--- src/rtl/acc_cpu_core.sv ---
// ---------------------------------------------------------------------------
// acc_cpu_core
//
// Multicycle 16-bit accumulator CPU driving a single-port block RAM that holds
// both program and data. A Moore FSM issues one RAM address per cycle and
// allows for the RAM's one-cycle registered read latency.
//
// Instruction word: opcode = [DATA_W-1 -: 3], operand address X = [ADDR_W-1:0].
//   0 ADD  A = A + M[X]        4 STA  M[X] = A
//   1 NAND A = ~(A & M[X])     5 JZ   if (A == 0) PC = X
//   2 SUB  A = A - M[X]        6 JMP  PC = X
//   3 LDA  A = M[X]            7 HLT
//
// Ports:
//   clk         system clock, rising edge
//   rst         asynchronous, active-high reset
//   o_we        RAM write enable (high only in S_DECODE of a STA)
//   o_addr      RAM address
//   o_data_out  RAM write data, always the accumulator
//   i_data_in   RAM read data, valid the cycle after its address
//   o_pc        current program counter (debug)
//   o_acc       current accumulator (debug)
//   o_halted    high while in S_HALT
//
// RAM interface timing: there is no valid/ready handshake. The RAM accepts an
// address every cycle; a write happens at the rising edge that ends a cycle
// with o_we high, and read data for the address presented in cycle N appears
// on i_data_in during cycle N+1. The core only samples i_data_in in S_LATCH
// (instruction) and S_EXEC (operand), each one cycle after the matching
// address was driven.
// ---------------------------------------------------------------------------
module acc_cpu_core #(
  parameter int ADDR_W = 13,
  parameter int DATA_W = 16,
  parameter logic [ADDR_W-1:0] RESET_PC = '0
) (
  input  logic              clk,
  input  logic              rst,
  output logic              o_we,
  output logic [ADDR_W-1:0] o_addr,
  output logic [DATA_W-1:0] o_data_out,
  input  logic [DATA_W-1:0] i_data_in,
  output logic [ADDR_W-1:0] o_pc,
  output logic [DATA_W-1:0] o_acc,
  output logic              o_halted
);

  // The opcode field is 3 bits, so DATA_W - ADDR_W must equal 3.
  localparam logic [2:0] OP_ADD  = 3'd0;
  localparam logic [2:0] OP_NAND = 3'd1;
  localparam logic [2:0] OP_SUB  = 3'd2;
  localparam logic [2:0] OP_LDA  = 3'd3;
  localparam logic [2:0] OP_STA  = 3'd4;
  localparam logic [2:0] OP_JZ   = 3'd5;
  localparam logic [2:0] OP_JMP  = 3'd6;
  localparam logic [2:0] OP_HLT  = 3'd7;

  localparam logic [ADDR_W-1:0] PC_ONE = {{(ADDR_W-1){1'b0}}, 1'b1};

  typedef enum logic [2:0] {
    S_FETCH  = 3'd0,
    S_LATCH  = 3'd1,
    S_DECODE = 3'd2,
    S_EXEC   = 3'd3,
    S_HALT   = 3'd4
  } state_t;

  state_t              r_state;
  logic [ADDR_W-1:0]   r_pc;
  logic [DATA_W-1:0]   r_acc;
  logic [DATA_W-1:0]   r_ir;

  state_t              w_next_state;
  logic [ADDR_W-1:0]   w_pc_next;
  logic [DATA_W-1:0]   w_acc_next;
  logic [DATA_W-1:0]   w_ir_next;
  logic                w_we;
  logic [ADDR_W-1:0]   w_addr;
  logic [2:0]          w_opcode;
  logic [ADDR_W-1:0]   w_operand;

  assign w_opcode  = r_ir[DATA_W-1 -: 3];
  assign w_operand = r_ir[ADDR_W-1:0];

  // State and datapath registers. Reset is immediate, so an in-flight
  // instruction is abandoned and o_we drops in the same cycle.
  always_ff @(posedge clk or posedge rst) begin
    if (rst) begin
      r_state <= S_FETCH;
      r_pc    <= RESET_PC;
      r_acc   <= '0;
      r_ir    <= '0;
    end else begin
      r_state <= w_next_state;
      r_pc    <= w_pc_next;
      r_acc   <= w_acc_next;
      r_ir    <= w_ir_next;
    end
  end

  // Next-state and Moore outputs. i_data_in only feeds w_ir_next and
  // w_acc_next, which land in registers; no output depends on it directly.
  always_comb begin
    w_next_state = r_state;
    w_pc_next    = r_pc;
    w_acc_next   = r_acc;
    w_ir_next    = r_ir;
    w_we         = 1'b0;
    w_addr       = r_pc;

    case (r_state)
      S_FETCH: begin
        w_next_state = S_LATCH;
      end

      S_LATCH: begin
        // o_addr stays at PC; that read result is never used.
        w_ir_next    = i_data_in;
        w_pc_next    = r_pc + PC_ONE;
        w_next_state = S_DECODE;
      end

      S_DECODE: begin
        case (w_opcode)
          OP_ADD, OP_NAND, OP_SUB, OP_LDA: begin
            w_addr       = w_operand;
            w_next_state = S_EXEC;
          end
          OP_STA: begin
            // The write finishes at this edge, so a store into the next
            // instruction word is seen by the following fetch.
            w_addr       = w_operand;
            w_we         = 1'b1;
            w_next_state = S_FETCH;
          end
          OP_JZ: begin
            if (r_acc == '0) begin
              w_pc_next = w_operand;
            end
            w_next_state = S_FETCH;
          end
          OP_JMP: begin
            w_pc_next    = w_operand;
            w_next_state = S_FETCH;
          end
          OP_HLT: begin
            w_next_state = S_HALT;
          end
          default: begin
            w_next_state = S_FETCH;
          end
        endcase
      end

      S_EXEC: begin
        // Operand read issued in S_DECODE is on i_data_in now.
        case (w_opcode)
          OP_ADD:  w_acc_next = r_acc + i_data_in;
          OP_NAND: w_acc_next = ~(r_acc & i_data_in);
          OP_SUB:  w_acc_next = r_acc - i_data_in;
          OP_LDA:  w_acc_next = i_data_in;
          default: w_acc_next = r_acc;
        endcase
        w_next_state = S_FETCH;
      end

      S_HALT: begin
        w_next_state = S_HALT;
      end

      default: begin
        w_next_state = S_FETCH;
      end
    endcase
  end

  assign o_we       = w_we;
  assign o_addr     = w_addr;
  assign o_data_out = r_acc;
  assign o_pc       = r_pc;
  assign o_acc      = r_acc;
  assign o_halted   = (r_state == S_HALT);

endmodule

--- config.mk ---
export PLATFORM = sky130hd
export DESIGN_NAME = acc_cpu_core
export DESIGN_NICKNAME = d
export VERILOG_FILES = /design/src/rtl/acc_cpu_core.sv
export SDC_FILE = /design/constraint.sdc
export NUM_CORES = 1
export LEC_CHECK = 0
export BUFFER_PORTS_ARGS = -buffer_cell sky130_fd_sc_hd__buf_2
export CORE_MARGIN = 3
export CORE_UTILIZATION = 33
export DETAILED_ROUTE_END_ITERATION = 8
export PLACE_DENSITY = 0.56
export SETUP_SLACK_MARGIN = 0.02
export SYNTH_ARGS = -nofsm -noshare
export SYNTH_HDL_FRONTEND = slang
export SYNTH_SLANG_ARGS = --single-unit
--- constraint.sdc ---
create_clock -name clk -period 3.5 [get_ports clk]
set_input_delay 0.7 -clock clk [delete_from_list [all_inputs] [get_ports clk]]
set_output_delay 0.7 -clock clk [all_outputs]
set_load 0.03 [all_outputs]
; Yosys cells after proc, flatten, opt, wreduce, memory -nomap -nowiden
; Cells that the tools add are included.
[word_totals]
reg_bits = 48
latchBits = 0
mem_bits_rw = 0
rom_bits = 0
output_inout_bits = 60
n_memories = 0
[classes]
add_sub_neg = 3
n_mul = 0
n_div = 0
order_cmp = 0
n_eq_ne = 13
shifts = 0
muxes = 10
bitwise_logic = 2
n_reduce_logical = 10
[op_table]
columns = op, n
row1 = $pmux 16 s4, 1
row2 = $pmux 13 s2, 2
row3 = $mux 13, 3
row4 = $add 16x16->16, 1
row5 = $and 16x16->16, 1
row6 = $logic_not 16->1, 1
row7 = $not 16->16, 1
row8 = $sub 16x16->16, 1
row9 = $eq 3x3->1 const B, 5
row10 = $add 13x1->13 const B, 1
row11 = $eq 3x2->1 const B, 4
row12 = $pmux 3 s4, 1
row13 = $pmux 3 s3, 1
row14 = $eq 3x1->1 const B, 2
row15 = $logic_not 3->1, 2
row16 = $reduce_or 5->1, 1
row17 = $reduce_bool 4->1, 1
row18 = $reduce_or 4->1, 1
row19 = $ne 3x2->1 const B, 1
row20 = $ne 3x3->1 const B, 1
row21 = $reduce_and 3->1, 1
row22 = $reduce_or 3->1, 1
row23 = $mux 1, 2
row24 = $reduce_and 2->1, 1
row25 = $reduce_bool 2->1, 1

; Longest topological paths before layout
[depth]
depth_word = 4
depth_mapped = 14
depth_no_buf = 13

; Worst setup path after synthesis
; Ideal clock, no wire load.
[synth_path]
kind = in2reg
startpoint = input i_data_in[2]
endpoint = register r_acc[15] (netlist: o_acc[15])
setup_time_ns = 0.127
t_arrival_ns = 3.054
slack_ns = 0.319
path_stages = 12
path_buffers = 1
cell_sequence = clkbuf_1 -> nor3_1 -> nand2_1 -> o41ai_1 -> xor2_1 -> ha_1 -> a21oi_1 -> o21ai_0 -> a221o_1 -> a21o_1 -> xnor2_1 -> o21ai_1
[synth_between]
elab_chain_cells = 2
[synth_lines]
columns = element, line
row1 = from (decl), 42  ; input logic [DATA_W-1:0] i_data_in,
row2 = $sub 16x16->16 or $add 16x16->16 (tied branches), "160, 158"
row3 = $pmux 16 s4 (*), 157  ; case (w_opcode)
row4 = to (signal assigned), 96  ; r_acc <= w_acc_next;
row5 = to (decl), 70  ; logic [DATA_W-1:0] r_acc;
; Mark *: on every way between the ends. The rest lies on a longest branch, timed or not.
; A chain may end at the register's enable or synchronous reset.

; Worst setup path after layout
[layout_path]
startpoint = input i_data_in[6]
endpoint = register r_acc[15] (netlist: o_acc[15])
; The elaborated chain is that of the path after synthesis.

==> results by group <==
Clock tree
  – TritonCTS Buffers: 5
  – Worst-case clock buffer depth: 2
  – CTS H-Tree Depth: 2
  – Resized Gates After CTS: 0
  – CTS tree: yes
  – Post-CTS Setup Bufs: 0
  – Reg clk slew, reported paths: 0.07 ns
  – Hold_buf cts: 0
  – Clock Latency Late Sink: 0.30 ns
  – Clock sink total: 48
  – Root Driver: clkbuf_16

Worst hold path
  – Worst Hold Launch: r_state[1]
  – WHS Endpoint: r_state[0]
  – Worst Hold Class: flip-flop to flip-flop
  – Hold path cells: 1

Worst setup path
  – Crit path DAT: 3.23 ns
  – Critical Path RT: 3.68 ns
  – CP Launch Type: input port
  – R2R setup slack: 0.50 ns
  – FF-to-FF path depth: 10
  – Largest stage delay on the critical path: 0.36 ns
  – Critical path buffer and inverter count: 1
  – CP Depth: 12
  – Worst R2R Start: r_ir[14]
  – CP Class: input port to flip-flop
  – Worst setup path start: i_data_in[6]
  – CP max stage cell: o31ai_1
  – Cell mode on critical path: a21o_1
  – CP Capture Type: flip-flop
  – Crit-path cells: buf_2 > nor4_4 > nand2_1 > o31ai_1 > xor2_1 > ha_1 > a21o_1 > a21o_1 > a221o_1 > a21o_1 > xnor2_1 > o21ai_1
  – Worst-path maximum fanout: 3
  – RR Endpoint: o_acc[14]
  – CP delay by family, top: compound AO/OA/AOI/OAI gates

Place
  – Placed instance area: 0.004482 mm^2
  – Post-DP HPWL: 9.193 mm
  – Gpl congestion: 0.8718
  – Port-buffer cells: 77
  – Pre-CTS WS: 0.1601 ns

Die
  – Die area: 0.01343 mm^2
  – Core area: 0.01161 mm^2
  – Die extent in x: 115.9 um
  – Die height: 115.9 um
  – I/O Pins: 78
  – Cell Rows: 39
  – Starting Density: 34.32%

GRT
  – Largest net degree at the start of global routing: 49
  – Initial antenna violation count: 0
  – Total track usage: 18.33%
  – Vias in the first global route: 3656
  – First-pass GRT wire length: 19.46 mm
  – Gr ovfl total: 0

STA
  – Slew margin rel.: 29.80%
  – Clock skew: 0.005681 ns
  – RSZ-0062 raised after global routing: false
  – Fin crit period: 3.050 ns
  – Pin slew with the least headroom to its limit: 1.051 ns
  – Hold Vio Cnt, Final: 0
  – Fin crit share: 87.14%
  – Fmax: 327.9 MHz
  – Setup_tns: 0 ns
  – Max-slew violation count: 0
  – Setup violations, final: 0
  – Worst Slack Setup Final: 0.4500 ns

Synth
  – Gate Count Post-Synth: 469
  – FF+latch count, synth: 48
  – Largest cells by area after synthesis: dfrtp_1 (30%), mux2_2 (8.5%), ha_1 (5.6%), a21oi_1 (5.3%), o21ai_0 (4.6%)
  – Syn_nets: 506
  – Synth Flop Type: dfrtp_1
  – Post-synth top area share: 30.13%
  – Count leader, synth: dfrtp_1
  – Sequential share of the synthesized area: 30.13%
  – Area leader, netlist: dfrtp_1
  – Post-synth cell types: 59
  – Fraction of registers with async set/reset: 100.0%
  – Mapped cell area: 0.003986 mm^2
  – Post-Syn Area per Cell: 8.500 um^2
  – Synth cell count leaders: dfrtp_1 (48), a21oi_1 (42), o21ai_0 (37), nor2_1 (36), nand2_1 (34)
  – YS warnings: 0
  – Post-synth EDFFs: 0

Finish
  – Synthesis-to-finish area growth: 17.29%
  – Antenna cells: 0
  – Multi-input logic area: 0.002517 mm^2
  – Post-Layout Inst Area: 0.004676 mm^2
  – FF/Latch Area: 0.001201 mm^2
  – Fill cells: 1208
  – Layout cell share with drive strength beyond 1: 27.66%
  – Nets: 571

Power and ir drop
  – Leakage: 2.135 nW
  – Maximum VDD drop: 384.3 uV
  – PD cells: 1192 mW/mm^2

Drt
  – Vias: 3813
  – WL/cell: 17.78 um
  – Post-route ant nets: 0
  – 1st-pass router iterations: 5
  – # DRC: 0
  – Vias/cell: 5.624
  – Initial DRC count: 274
  – WL final: 12.06 mm

Flow run
  – Max-Cap Viols: 0

Run status
  – Status: finished clean
stage by stage:
step / hold slack, ns / instances / power, mW / util, %
floorplan: 0.4909 / 469 / 4.024 / -
global placement: 0.5068 / 670 / 4.881 / 38.59
detailed placement: 0.5214 / 670 / 4.929 / 38.59
CTS: 0.5309 / 678 / 5.601 / 40.26
global route: 0.5543 / 678 / 6.049 / 40.26
finish: 0.5299 / 678 / 5.574 / 40.26
area by class of cell:
cell class	instances	area share [%]
clock buffer	5	2.676
clock inverter	3	1.472
inverter	13	1.044
multi-input combinational	369	53.84
sequential	48	25.69
tap	143	3.827
timing repair buffer	97	11.45
layer usage:
layer / global-route usage, % / up-vias / share of wire (%)
met5: 0 / - / 0
met1: 24.58 / 1837 / 44
met3: 2.089 / 20 / 4.6
met2: 30.65 / 111 / 48
li1: - / 1845 / -
met4: 6.342 / 0 / 2.6
state kept, by name (all words and copies together) (netlist names):
signal	flops
o_pc	13
r_state	3
o_acc	16
r_ir	16
worst reg2reg max path: stages, from the launching register on:
cell and delay, ns:
dfrtp_1 0.53, nor2b_1 0.22, nand2b_1 0.14, a21o_1 0.23
fa_1 0.42, and2b_1 0.23, o2111ai_1 0.19, a21oi_1 0.30
o2111ai_1 0.17, or4_1 0.42, nand3b_1 0.09
cell usage in the layout, fill, tap and decap left out, types with 3 or more instances in the layout:
| cell | instances |
|---|---|
| a211oi_1 | 3 |
| a21o_1 | 10 |
| a21oi_1 | 42 |
| a221oi_1 | 3 |
| a22oi_1 | 7 |
| a311oi_1 | 3 |
| a31oi_1 | 4 |
| and2_1 | 4 |
| and3_1 | 3 |
| buf_2 | 77 |
| buf_4 | 20 |
| clkbuf_16 | 5 |
| dfrtp_1 | 48 |
| ha_1 | 18 |
| inv_1 | 12 |
| mux2_2 | 30 |
| nand2_1 | 34 |
| nand2b_1 | 8 |
| nand3_1 | 17 |
| nand4_1 | 4 |
| nor2_1 | 36 |
| nor2b_1 | 5 |
| nor3_1 | 10 |
| nor4_1 | 8 |
| o21a_1 | 5 |
| o21ai_0 | 37 |
| o22ai_1 | 8 |
| o2bb2ai_1 | 3 |
| o31ai_1 | 7 |
| o41ai_1 | 3 |
| xnor2_1 | 12 |
| xor2_1 | 13 |
power by group:
group          switching (mW)  internal, mW
logic                    2.29          1.43
clock network           0.238         0.413
registers               0.392         0.820
worst max path at each step:
stage | to | slack [ns]
after CTS | o_acc[15] | 0.47
after global placement | o_acc[14] | 0.20
after floorplan | o_acc[15] | 0.32
after detailed placement | o_acc[15] | 0.16
final | o_acc[15] | 0.45
after global routing | o_acc[14] | 0.19
logic make-up after synthesis:
| logic type | Yosys count | synth area share (%) |
|---|---|---|
| XOR/XNOR | 25 | 5.493 |
| adder cells (fa/ha/maj) | 19 | 6.152 |
| flip-flops | 48 | 30.13 |
| AND/OR/NAND/NOR | 139 | 17.51 |
| multiplexers | 31 | 8.726 |
| buffers and inverters | 52 | 6.717 |
| AO/OA/AOI/OAI | 155 | 25.27 |
Power figures use the tool's default switching activity.
